===== src/rtl/regfile_pkg.sv =====
// Shared constants and types for the register-file write path.
// Imported by the write-port arbiter and the address decoder.
package regfile_pkg;

  localparam int REG_ADDR_W = 5;
  localparam int REG_COUNT  = 32;
  localparam logic [REG_ADDR_W-1:0] REG_ZERO = 5'd0;
  localparam int STARVE_W   = 4;

  typedef enum logic [1:0] {
    GRANT_NONE = 2'd0,
    GRANT_P    = 2'd1,
    GRANT_M    = 2'd2
  } grant_e;

endpackage


===== src/rtl/decoder5to32.sv =====
// Existing 5-to-32 one-hot address decoder shared by register-file logic.
// Purely combinational: exactly one output bit is set for every address.
module decoder5to32
  import regfile_pkg::*;
(
  input  logic [REG_ADDR_W-1:0] i_addr,
  output logic [REG_COUNT-1:0]  o_dec
);

  always_comb begin
    o_dec = '0;
    o_dec[i_addr] = 1'b1;
  end

endmodule


===== src/rtl/regfile_wr_arbiter.sv =====
// Arbitrates the single register-file write port between the pipeline and the
// multicycle unit, registers the winner and drives the one-hot write enables.
module regfile_wr_arbiter
  import regfile_pkg::*;
#(
  parameter int DATA_W     = 32,
  parameter int STARVE_MAX = 3
) (
  input  logic                  clk,
  input  logic                  rst,
  input  logic                  p_valid,
  output logic                  p_ready,
  input  logic [REG_ADDR_W-1:0] p_addr,
  input  logic [DATA_W-1:0]     p_data,
  input  logic                  m_valid,
  output logic                  m_ready,
  input  logic [REG_ADDR_W-1:0] m_addr,
  input  logic [DATA_W-1:0]     m_data,
  output logic                  rf_wvalid,
  output logic [REG_ADDR_W-1:0] rf_waddr,
  output logic [DATA_W-1:0]     rf_wdata,
  output logic [REG_COUNT-1:0]  rf_we,
  output logic [15:0]           stall_cnt
);

  localparam logic [STARVE_W-1:0] STARVE_LIM = STARVE_W'(STARVE_MAX);

  logic [STARVE_W-1:0]   r_starve;
  logic                  r_wvalid;
  logic [REG_ADDR_W-1:0] r_waddr;
  logic [DATA_W-1:0]     r_wdata;
  logic [15:0]           r_stall;

  grant_e                w_grant;
  logic [REG_ADDR_W-1:0] w_addr;
  logic [DATA_W-1:0]     w_data;
  logic                  w_stall;
  logic [REG_COUNT-1:0]  w_dec;

  // Pipeline wins by default; a starved multicycle request takes the cycle.
  always_comb begin
    w_grant = GRANT_NONE;
    if (!rst) begin
      if (m_valid && (!p_valid || (r_starve == STARVE_LIM))) begin
        w_grant = GRANT_M;
      end else if (p_valid) begin
        w_grant = GRANT_P;
      end
    end
  end

  assign p_ready = (w_grant == GRANT_P);
  assign m_ready = (w_grant == GRANT_M);
  assign w_addr  = m_ready ? m_addr : p_addr;
  assign w_data  = m_ready ? m_data : p_data;
  assign w_stall = (p_valid && !p_ready) || (m_valid && !m_ready);

  always_ff @(posedge clk or posedge rst) begin
    if (rst) begin
      r_starve <= '0;
      r_stall  <= '0;
    end else begin
      r_starve <= (m_valid && !m_ready) ? r_starve + 1'b1 : '0;
      if (w_stall && (r_stall != 16'hFFFF)) begin
        r_stall <= r_stall + 16'd1;
      end
    end
  end

  // Address and data hold across idle cycles; only the valid flag drops.
  always_ff @(posedge clk or posedge rst) begin
    if (rst) begin
      r_wvalid <= 1'b0;
      r_waddr  <= '0;
      r_wdata  <= '0;
    end else begin
      r_wvalid <= p_ready || m_ready;
      if (p_ready || m_ready) begin
        r_waddr <= w_addr;
        r_wdata <= w_data;
      end
    end
  end

  decoder5to32 u_dec (
    .i_addr (r_waddr),
    .o_dec  (w_dec)
  );

  assign rf_wvalid = r_wvalid;
  assign rf_waddr  = r_waddr;
  assign rf_wdata  = r_wdata;
  assign rf_we     = w_dec & {REG_COUNT{r_wvalid && (r_waddr != REG_ZERO)}};
  assign stall_cnt = r_stall;

endmodule


===== config.mk =====
export PLATFORM = sky130hd
export DESIGN_NAME = regfile_wr_arbiter
export DESIGN_NICKNAME = d
export VERILOG_FILES = /design/src/rtl/regfile_pkg.sv /design/src/rtl/decoder5to32.sv /design/src/rtl/regfile_wr_arbiter.sv
export SDC_FILE = /design/constraint.sdc
export NUM_CORES = 1
export LEC_CHECK = 0
export BUFFER_PORTS_ARGS = -buffer_cell sky130_fd_sc_hd__buf_2
export CAP_MARGIN = 20
export CORE_MARGIN = 2
export CORE_UTILIZATION = 30
export CTS_BUF_LIST = sky130_fd_sc_hd__clkbuf_8
export CTS_CLUSTER_DIAMETER = 80
export DETAILED_ROUTE_END_ITERATION = 10
export HOLD_SLACK_MARGIN = 0.15
export MAX_ROUTING_LAYER = met4
export PLACE_DENSITY = 0.69
export SKIP_LAST_GASP = 1
export SYNTH_ARGS = -nofsm -noshare
export SYNTH_HDL_FRONTEND = slang
export SYNTH_SLANG_ARGS = --single-unit

===== constraint.sdc =====
create_clock -name clk -period 5.43 [get_ports clk]
set_input_delay 1.086 -clock clk [delete_from_list [all_inputs] [get_ports clk]]
set_output_delay 1.086 -clock clk [all_outputs]
set_load 0.005 [all_outputs]

; ---- Word level (Yosys, flattened, before mapping)
; Index checks and enable logic that the tools add are counted.
[word_totals]
inputBits = 78
word_cells = 35
regBits = 58
[op_classes]
add_sub_neg = 2
reduce_logical = 13
n_eq_ne = 4
bitwise = 1
muxes = 8
magnitude_cmp = 2
[ops]
columns = operator, count
row1 = $and A32 B32 Y32, 1
row2 = $mux W32, 1
row3 = $add A16 B1 Y16 const B, 1
row4 = $ne A16 B16 Y1 const B, 1
row5 = $logic_and A1 B1 Y1, 6
row6 = $lt A5 B6 Y1 const B, 1
row7 = $demux W1 S5, 1
row8 = $ge A5 B1 Y1 const B, 1
row9 = $mux W5, 1
row10 = $reduce_bool A5 Y1, 1
row11 = $add A4 B1 Y4 const B, 1
row12 = $eq A4 B2 Y1 const B, 1
row13 = $mux W2, 2
row14 = $mux W4, 1
row15 = $logic_not A1 Y1, 3
row16 = $logic_or A1 B1 Y1, 3
row17 = $eq A2 B1 Y1 const B, 1
row18 = $eq A2 B2 Y1 const B, 1
row19 = $mux W1, 2

; ---- Depth between registers and ports, before layout
; Gate-level depths: netlist of run 1.
[depth]
depth_word = 10
ltp_mapped = 9

; ---- Modules after synthesis
; Synthesis of run 1 repeated with hierarchy kept, for this count alone.
[hier_totals]
hier_cells = 345
hier_area_um2 = 3188.1
[by_module_without_submodules]
columns = module, cells_per_inst, area_each_um2, seq_area_each_um2, n_inst
row1 = regfile_wr_arbiter, 298, 2974.1, 1451.4, 1
row2 = decoder5to32, 47, 214.0, 0.0, 1

; ---- Worst setup path before layout of run 1
; OpenSTA, ideal clock, no wires.
[synth_path]
kind = input to output
start = in rst
end = out m_ready
t_arrival_ns = 2.891
setup_slack_ns = 1.453
required_ns = 4.344
path_stages = 3
path_cell_list = inv_1 nand3_1 ha_1
[synth_via]
elab_chain_len = 2
[synth_rtl]
columns = item, line_no
row1 = from (decl), regfile_wr_arbiter.sv:10  ; input logic rst,
row2 = $mux W2, regfile_wr_arbiter.sv:43  ; if (!rst) begin
row3 = $eq A2 B2 Y1, regfile_wr_arbiter.sv:53  ; assign m_ready = (w_grant == GRANT_M);
row4 = to (decl), regfile_wr_arbiter.sv:16  ; output logic m_ready,
; Every way passes these cells.

; ---- Final worst setup path of run 1
; Ends and elaborated chain as after synthesis.

==> results.py, run 1 <==
metrics = {
    "outcome": {
        "status": "finished, final reports clean",
    },
    "timing": {
        "fmax_ghz": 0.264,
        "worst_slew_pin_slew_ns": 0.624,
        "fin_ws_ns": 1.65,
        "hold_viol": 0,
        "slew_violations": 0,
        "skew_ns": 0.00653,
        "post-route-period-util_pct": 69.7,
        "rsz0062_at_grt": "no",
        "setup_violations": 0,
        "fin_crit_ns": 3.78,
        "fin_tns_setup_ns": 0,
        "slew_headroom_pct": 58.4,
    },
    "floorplan": {
        "dieWidth_um": 104,
        "core_area_um2": 9730,
        "rows": 36,
        "initial_core_util_pct": 30.8,
        "dieHeight_um": 104,
        "ioPinCount": 166,
        "die_area_um2": 10800,
    },
    "clock_tree": {
        "htree_num_levels": 3,
        "cts_buffer_depth": 2,
        "clk_latency_ns": 0.33,
        "cts-hold-fix-buffers": 0,
        "root_buffer": "clkbuf_8",
        "numCtsBuffers": 9,
        "cts.repair.resized": 0,
        "post_cts_buffers": 0,
        "cts.clk_slew.worst_paths_ns": 0.06,
        "cts_tree": "done",
        "clock_sinks": 58,
    },
    "layout": {
        "layout.nets": 565,
        "drive_above_1_share_pct": 39.8,
        "diodes": 0,
        "area_growth_pct": 39.8,
        "fill_cells": 976,
    },
    "placed_design": {
        "dp_hpwl_um": 6090,
        "io_buffers": 164,
        "finalWeightedCongestion": 0.884,
        "place_ws_ns": 1.55,
    },
    "setup_path": {
        "path_class": "in -> out",
        "crit_required_ns": 4.34,
        "worstSetupEndpointType": "output port",
        "ff2ff_path_depth": 9,
        "slowest_stage": "ha_2",
        "path_cells": "buf_2, inv_2, and3_1, ha_2, buf_2",
        "slowest_delay_ns": 0.59,
        "critPathArrivalTime_ns": 2.70,
        "cp_max_fo": 29,
        "rrSetupSlack_ns": 2.73,
        "start_kind": "primary input",
        "path_common_cell": "buf_2",
    },
    "logic_synthesis": {
        "seq_area_frac_synth_pct": 48.4,
        "syn_area_um2": 3000,
        "synth.most_common_cell": "dfrtp_1",
        "ys.flop_type": "dfrtp_1",
        "ys_ff_latch": 58,
        "postSynthAreaPerCell_um2": 9.34,
        "synth_warnings": 0,
        "synth_edf_count": 0,
        "synth_common_cells": "58 x dfrtp_1, 51 x nand2_1, 39 x nor2_1, 39 x o21ai_0, 37 x mux2i_1",
        "yosys.cell_types.count": 36,
        "synth_cells": 321,
        "synth_nets": 403,
        "yosys.area.top_type_share_pct": 48.4,
        "ys_top_cells_by_area": "dfrtp_1 48%, mux2i_1 12%, o21ai_0 6.5%",
        "yosys.area.top_type": "dfrtp_1",
        "synthArstFlopShare_pct": 100,
    },
    "routing": {
        "dr.first_iter.drc_count": 165,
        "drcViolationCount": 0,
        "routed_wl_um": 8190,
        "drt_first_pass_iters": 4,
        "vias": 2900,
        "ant_nets": 0,
        "routedWlPerCell_um": 13.2,
        "routed_via_density": 4.67,
    },
    "global_routing": {
        "gr-total-overflow": 0,
        "grt_usage_pct": 15.9,
        "first_global_vias": 2816,
        "grt_pass1_wl_um": 13600,
        "grt_max_degree": 76,
        "antenna_found_initial": 0,
    },
    "worst_hold_path": {
        "hold-path-cell-count": 1,
        "hold_path.class": "reg -> reg",
    },
    "power": {
        "p_leak_uw": 0.00211,
        "power_density_nw_per_um2": 346,
        "worst_ir_drop_vdd_uv": 194,
    },
    "run": {
        "drv_cap": 0,
    },
}
==> sequential cells by signal, summed over array words and instances, names as in the netlist <==
name and flops:
rf_wdata 32, stall_cnt 16, rf_waddr 5, r_starve 4, rf_wvalid 1
==> cells by family (layout without fill, tap and decap cells) <==
group / after synthesis / count (layout) / share of synthesized area [%]
AO/OA/AOI/OAI: 43 / 43 / 7.52
XOR/XNOR: 12 / 12 / 3.51
adder cells (fa/ha/maj): 4 / 4 / 1.67
buffers and inverters: 22 / 189 / 3.05
flip-flops: 58 / 58 / 48.4
multiplexers: 41 / 41 / 14.0
other: 1 / 1 / 0.125
AND/OR/NAND/NOR: 140 / 140 / 21.7
==> final cells by class <==
class	instances	area [µm²]	share of cell area [%]
repair buffers	167	856	20.4
well taps	133	166	3.97
clock inverters	4	72.6	1.73
clock buffers	12	165	3.94
flip-flops and latches	58	1450	34.6
inverters	6	22.5	0.537
multi-input cells	241	1460	34.8
==> placed cells by master, fill, tap and decap left out, types with 4 or more instances in the layout <==
master,n
nor3_1,9
dfrtp_1,58
nand2b_1,4
nand3_1,12
mux2i_1,37
nand2_1,51
inv_1,5
nand4_1,6
nor2_1,39
xor2_1,8
nor2b_1,4
buf_2,164
o21ai_0,39
clkbuf_8,12
xnor2_1,4
==> power by group <==
group | switching [µW] | internal [µW] | leakage [µW]
clock network | 174 | 295 | 0.000119
registers | 88.9 | 525 | 0.000716
logic | 192 | 173 | 0.00128
==> through the flow <==
stage	hold WS, ns	total power, µW	util [%]	std cells	instance area [µm²]
after CTS	0.472	1470	42.9	620	4170
after detailed placement	0.463	986	40.4	604	3930
after global placement	0.451	973	40.4	604	3930
final	0.467	1450	43.1	621	4190
after floorplan	0.432	805	-	321	3000
after global routing	0.490	1550	43.1	621	4190
==> routing by layer <==
metal,share of wire [%],global-route usage [%]
met4,0.72,4.73
met3,5.3,4.14
met1,41,17.5
met2,53,28.1
met5,0,-
==> path summary, 6_finish.rpt <==
check	endpoint	startpoint
max reg2reg	stall_cnt[14]	r_starve[0]
max	m_ready	rst
min reg2reg	r_starve[0]	r_starve[0]
min	r_starve[0]	r_starve[0]
min in group asynchronous	rf_wdata[27]	rst
max in group asynchronous	rf_wdata[7]	rst
==> critical path: cells and delay by family <==
kind,cells,cell delay (ns)
adders and majority gates,1,0.59
and+or+nand+nor,1,0.26
buffers and inverters,3,0.74
Note: power is estimated with default switching activity, not from simulation.
==> run 2, diff against run 1 <==
PLACE_DENSITY = 0.71   (was 0.69)
clock period = 3.4 ns   (was 5.43 ns; I/O delays follow)
==> run 2 against run 1 <==
  * Clock-buffer cell count unchanged
  * Combinational power up 59%
  * Utilization down 0.15 points
  * Clock power up 40%
  * Routed wire length up 0.21%
==> results.py, run 2 (synthesis results as in run 1) <==
metrics = {
    "setup_path": {
        "start_kind": "flop",
        "cp.buffers_inverters": 2,
        "path_class": "reg -> out",
        "path_cells": "ha_1, nand2_1, nand2_1, and3_1, ha_2, buf_4, buf_2",
        "critPathArrivalTime_ns": 2.04,
        "worstSetupEndpointType": "output port",
        "slowest_stage": "dfrtp_1",
        "cp_max_fo": 26,
        "crit_required_ns": 2.72,
        "slowest_delay_ns": 0.37,
        "cp_top_family": "buffers and inverters",
        "path_common_cell": "nand2_1",
    },
    "placed_design": {
        "finalWeightedCongestion": 0.881,
        "placed_area_um2": 3970,
        "dp_hpwl_um": 6280,
        "io_buffers": 164,
    },
    "power": {
        "power_switching_uw": 714,
        "p_clk_share_pct": 29.5,
        "power_density_nw_per_um2": 532,
        "total_power_uw": 2220,
        "p_leak_uw": 0.00211,
        "worst_ir_drop_vdd_uv": 317,
        "pwr-share-seq_pct": 44.3,
        "comb_power_share_pct": 26.2,
        "switching_share_pct": 32.2,
        "internal_power_uw": 1510,
    },
    "clock_tree": {
        "cts.clk_slew.worst_paths_ns": 0.06,
        "clock_sinks": 58,
        "cts.repair.resized": 0,
        "numCtsBuffers": 9,
        "clk_latency_ns": 0.33,
        "post_cts_buffers": 0,
        "cts-hold-fix-buffers": 0,
        "root_buffer": "clkbuf_8",
        "cts_tree": "done",
        "cts_buffer_depth": 2,
        "htree_num_levels": 3,
    },
    "timing": {
        "slew_violations": 0,
        "fin_crit_ns": 2.72,
        "hold_viol": 0,
        "fmax_ghz": 0.367,
        "setup_violations": 0,
        "post-route-period-util_pct": 80.1,
        "skew_ns": 0.00459,
        "rsz0062_at_grt": "no",
        "fin_tns_setup_ns": 0,
    },
    "layout": {
        "layout_commonest_cell": "buf_2",
        "layout.nets": 567,
        "multi_input_area_um2": 1460,
        "utilization_pct": 42.9,
        "area_growth_pct": 39.3,
        "diodes": 0,
        "layout_common_cells": "164 x buf_2, 58 x dfrtp_1, 51 x nand2_1",
        "fill_cells": 974,
        "drive_above_1_share_pct": 39.7,
        "largest_reg_flops": 32,
        "seq_area_um2": 1450,
        "stdcell_area_um2": 4180,
    },
    "floorplan": {
        "initial_core_util_pct": 30.8,
        "die_area_um2": 10800,
        "rows": 36,
        "dieHeight_um": 104,
        "dieWidth_um": 104,
        "ioPinCount": 166,
        "core_area_um2": 9730,
    },
    "routing": {
        "routedWlPerCell_um": 13.2,
        "vias": 2886,
        "drt_first_pass_iters": 4,
        "routed_wl_um": 8210,
        "drcViolationCount": 0,
        "ant_nets": 0,
        "dr.first_iter.drc_count": 167,
        "routed_via_density": 4.64,
    },
    "global_routing": {
        "grt_max_degree": 50,
        "grt_usage_pct": 15.7,
        "first_global_vias": 2841,
        "grt_pass1_wl_um": 13700,
        "antenna_found_initial": 0,
        "gr-total-overflow": 0,
    },
    "worst_hold_path": {
        "hold_path.class": "reg -> reg",
    },
    "outcome": {
        "status": "finished, final reports clean",
    },
    "run": {
        "drv_cap": 0,
    },
}
## run 2: cell types whose count changed in the layout (fill, tap and decap cells not counted)
cell	change
bufinv_16	-1
buf_4	+2
inv_1	+1
inv_2	-1
## run 2: per-layer routing
layer	share of wire [%]	up-vias	wire length (µm)	track usage, %
li1	-	1422	-	-
met1	42	1344	3450	18.3
met2	51	109	4160	27.5
met3	5.8	11	479	3.32
met4	1.5	0	119	4.44
met5	0	-	0	-
## run 2: cell type report
| class | instances | share of cell area [%] |
|---|---|---|
| multi-input cells | 241 | 34.9 |
| flip-flops and latches | 58 | 34.8 |
| repair buffers | 169 | 20.9 |
| well taps | 133 | 3.99 |
| clock buffers | 12 | 3.96 |
| clock inverters | 3 | 0.929 |
| inverters | 6 | 0.629 |
## run 2: metrics by stage
stage	hold WS, ns	cells	setup slack, ns
floorplan	0.432	321	0.227
global placement	0.445	607	0.949
detailed placement	0.469	607	0.912
CTS	0.481	622	0.671
global route	0.506	622	0.573
finish	0.474	622	0.675
## run 2: power by group through the flow
stage          clock (µW)  combinational [µW]  sequential [µW]
2_1_floorplan           0                 300              986
3_3_place_gp            0                 579              983
3_5_place_dp            0                 591              993
4_1_cts               680                 592              983
5_1_grt               714                 657             1010
6_report              656                 582              983
## run 2: path summary, 6_finish.rpt
path / from / end / slack [ns] / cells after the start
max: r_starve[0] / m_ready / 0.68 / 7
min: r_starve[0] / r_starve[0] / 0.47 / 1
max reg2reg: r_starve[0] / stall_cnt[14] / 1.06 / 9
min reg2reg: r_starve[0] / r_starve[0] / 0.47 / 1
max in group asynchronous: rst / rf_wvalid / 2.54 / 3
min in group asynchronous: rst / rf_wdata[10] / 0.48 / 3
==> run 3, diff against run 2 <==
ABC_AREA = 1   (was not set)
PLACE_DENSITY = 0.68   (was 0.71)
clock period = 2.62 ns   (was 3.4 ns; I/O delays follow)
==> run 3 against run 2 <==
  * Worst setup slack got worse by 0.47 ns
  * Global-route usage increased by 1.9 points
  * Flip-flop and latch count unchanged
  * Hold slack got worse by 0.043 ns
  * Critical path type unchanged
  * Highest routed layer unchanged
==> results.py, run 3 <==
metrics = {
    "setup_path": {
        "cp_max_fo": 11,
        "r2r_start": "r_starve[0]",
        "crit_end": "rf_we[28]",
        "worstSetupEndpointType": "output port",
        "cp-startpoint": "rf_waddr[4]",
        "rrSetupSlack_ns": 0.50,
        "timing.rr.end": "stall_cnt[13]",
        "path_class": "reg -> out",
        "critPathArrivalTime_ns": 1.89,
        "ff2ff_path_depth": 14,
        "start_kind": "flop",
        "crit_required_ns": 2.10,
    },
    "clock_tree": {
        "cts.clk_slew.worst_paths_ns": 0.07,
        "clock_sinks": 58,
        "clk_latency_ns": 0.33,
        "root_buffer": "clkbuf_8",
        "numCtsBuffers": 9,
        "cts_tree": "done",
        "cts_buffer_depth": 2,
        "htree_num_levels": 3,
        "post_cts_buffers": 0,
    },
    "floorplan": {
        "ioPinCount": 166,
        "die_area_um2": 11500,
        "rows": 37,
        "dieHeight_um": 107,
        "initial_core_util_pct": 30.9,
        "dieWidth_um": 107,
        "core_area_um2": 10300,
    },
    "layout": {
        "fill_cells": 1071,
        "layout.nets": 682,
        "area_growth_pct": 37.2,
        "layout_commonest_cell": "buf_2",
        "utilization_pct": 42.4,
        "drive_above_1_share_pct": 33.1,
        "stdcell_area_um2": 4380,
        "layout_common_cells": "164 x buf_2, 120 x nand2_1, 74 x nor2_1",
        "largest_reg_flops": 32,
    },
    "timing": {
        "rsz0062_at_grt": "yes",
        "skew_ns": 0.0120,
        "fin_ws_ns": 0.209,
        "worst_slew_pin_slew_ns": 0.745,
        "setup_violations": 0,
        "fmax_ghz": 0.415,
        "fin_crit_ns": 2.41,
        "post-route-period-util_pct": 92.0,
        "hold_viol": 0,
        "slew_violations": 0,
        "slew_headroom_pct": 50.3,
    },
    "power": {
        "power_switching_uw": 958,
        "internal_power_uw": 1930,
        "pwr-share-seq_pct": 42.7,
        "worst_ir_drop_vdd_uv": 396,
        "p_clk_share_pct": 30.6,
        "power_density_nw_per_um2": 661,
        "comb_power_share_pct": 26.7,
        "p_leak_uw": 0.00230,
        "switching_share_pct": 33.1,
    },
    "logic_synthesis": {
        "synth-xor-area-share_pct": 2.20,
        "synth_cells": 438,
        "synth_nets": 520,
        "synthArstFlopShare_pct": 100,
        "synthAdderAreaFrac_pct": 1.57,
        "seq_area_frac_synth_pct": 45.5,
        "synth_top_family_by_area": "simple AND/OR/NAND/NOR gates",
        "yosys.area.top_type_share_pct": 45.5,
        "synth_edf_count": 0,
        "yosys.cell_types.count": 27,
        "synth_compound_area_share_pct": 13.6,
        "postSynthAreaPerCell_um2": 7.28,
        "syn_area_um2": 3190,
        "synthSimpleGateAreaFrac_pct": 30.3,
        "synth_warnings": 0,
        "ys_top_cells_by_area": "dfrtp_1 46%, nand2_1 14%, a21oi_1 11%",
        "yosys.area.top_type": "dfrtp_1",
        "synth.most_common_cell": "nand2_1",
        "ys_ff_latch": 58,
        "synth_mux_area_share_pct": 0,
        "synth_common_cells": "120 x nand2_1, 74 x nor2_1, 70 x a21oi_1",
        "ys.flop_type": "dfrtp_1",
    },
    "global_routing": {
        "gr-total-overflow": 0,
        "antenna_found_initial": 1,
        "grt_pass1_wl_um": 15800,
        "grt_max_degree": 59,
        "grt_usage_pct": 17.6,
        "first_global_vias": 3505,
    },
    "placed_design": {
        "io_buffers": 164,
        "placed_area_um2": 4150,
        "place_ws_ns": 0.514,
        "dp_hpwl_um": 7450,
        "finalWeightedCongestion": 0.901,
    },
    "routing": {
        "ant_nets": 0,
        "drcViolationCount": 0,
        "routed_via_density": 4.78,
        "wl_met3_um": 850,
        "drt_first_pass_iters": 4,
        "vias": 3544,
        "met1_length_um": 4030,
        "routed_wl_um": 9920,
        "dr.first_iter.drc_count": 260,
        "top_layer_used": "met4",
        "wl_met2_um": 4830,
        "routedWlPerCell_um": 13.4,
    },
    "worst_hold_path": {
        "hold_path.class": "in -> reg",
    },
    "outcome": {
        "status": "finished, final reports clean",
    },
    "run": {
        "drv_cap": 0,
    },
}
[run 3: changes by cell type after synthesis, sizes merged, moves of 5 or more]
| cell | previous run | this run |
|---|---|---|
| mux2i | 37 | 0 |
| a22oi | 0 | 5 |
| nand2 | 51 | 121 |
| inv | 6 | 27 |
| nor2 | 40 | 77 |
| xor2 | 8 | 3 |
| a21oi | 1 | 70 |
| o21ai | 40 | 6 |
[run 3: worst max-delay path, stage by stage (launching register included)]
cell	delay, ns
dfrtp_1	0.45
inv_1	0.28
nand3_1	0.19
o21ai_0	0.18
inv_1	0.12
nand2_1	0.15
nor2_1	0.06
buf_2	0.13
[run 3: power groups by stage]
| stage | combinational (µW) | sequential (µW) | clock, µW |
|---|---|---|---|
| CTS | 780 | 1230 | 917 |
| detailed placement | 777 | 1250 | 0 |
| global route | 880 | 1260 | 949 |
| global placement | 759 | 1240 | 0 |
| finish | 772 | 1240 | 884 |
| floorplan | 417 | 1240 | 0 |
[run 3: per-stage QoR]
step / power, µW / std cells / setup TNS, ns / hold WS [ns]
after floorplan: 1650 / 438 / -0.418 / 0.433
after global placement: 1990 / 725 / 0 / 0.443
after detailed placement: 2020 / 725 / 0 / 0.467
after CTS: 2930 / 740 / 0 / 0.414
after global routing: 3090 / 741 / -0.0104 / 0.432
final: 2890 / 741 / 0 / 0.431
[run 3: cells by family after synthesis]
logic type	after synthesis
simple gates	236
compound gates	81
flops	58
buf+inv	50
xor+xnor	8
fa+ha+maj	4
other cells	1
[run 3: how the worst min path moves through the flow]
stage,startpoint,end,cells past startpoint,slack (ns)
finish,p_data[18],rf_wdata[18],3,0.43
global route,p_data[5],rf_wdata[5],3,0.43
CTS,p_data[29],rf_wdata[29],3,0.41
detailed placement,r_starve[0],r_starve[0],1,0.47
global placement,r_starve[0],r_starve[0],1,0.44
floorplan,r_starve[0],r_starve[0],1,0.43
[run 3: area by class of cell]
type	instances	area (µm²)	share of cell area, %
multi-input cells	330	1530	35.1
diodes	1	2.50	0.0572
clock buffers	9	124	2.83
flip-flops and latches	58	1450	33.2
well taps	136	170	3.89
repair buffers	173	896	20.5
clock inverters	6	83.8	1.92
inverters	28	113	2.57
[run 3: what timing repair did]
| item | in CTS | in global routing |
|---|---|---|
| hold buffers | 0 | 0 |
| gates resized for setup | 0 | 5 |
| setup endpoints to repair | 0 | 10 |
[run 3: per-layer routing]
layer / global-route usage (%) / vias to the layer above
li1: - / 1739
met3: 3.95 / 22
met1: 18.9 / 1631
met2: 31.8 / 152
met4: 6.31 / 0
met5: - / -
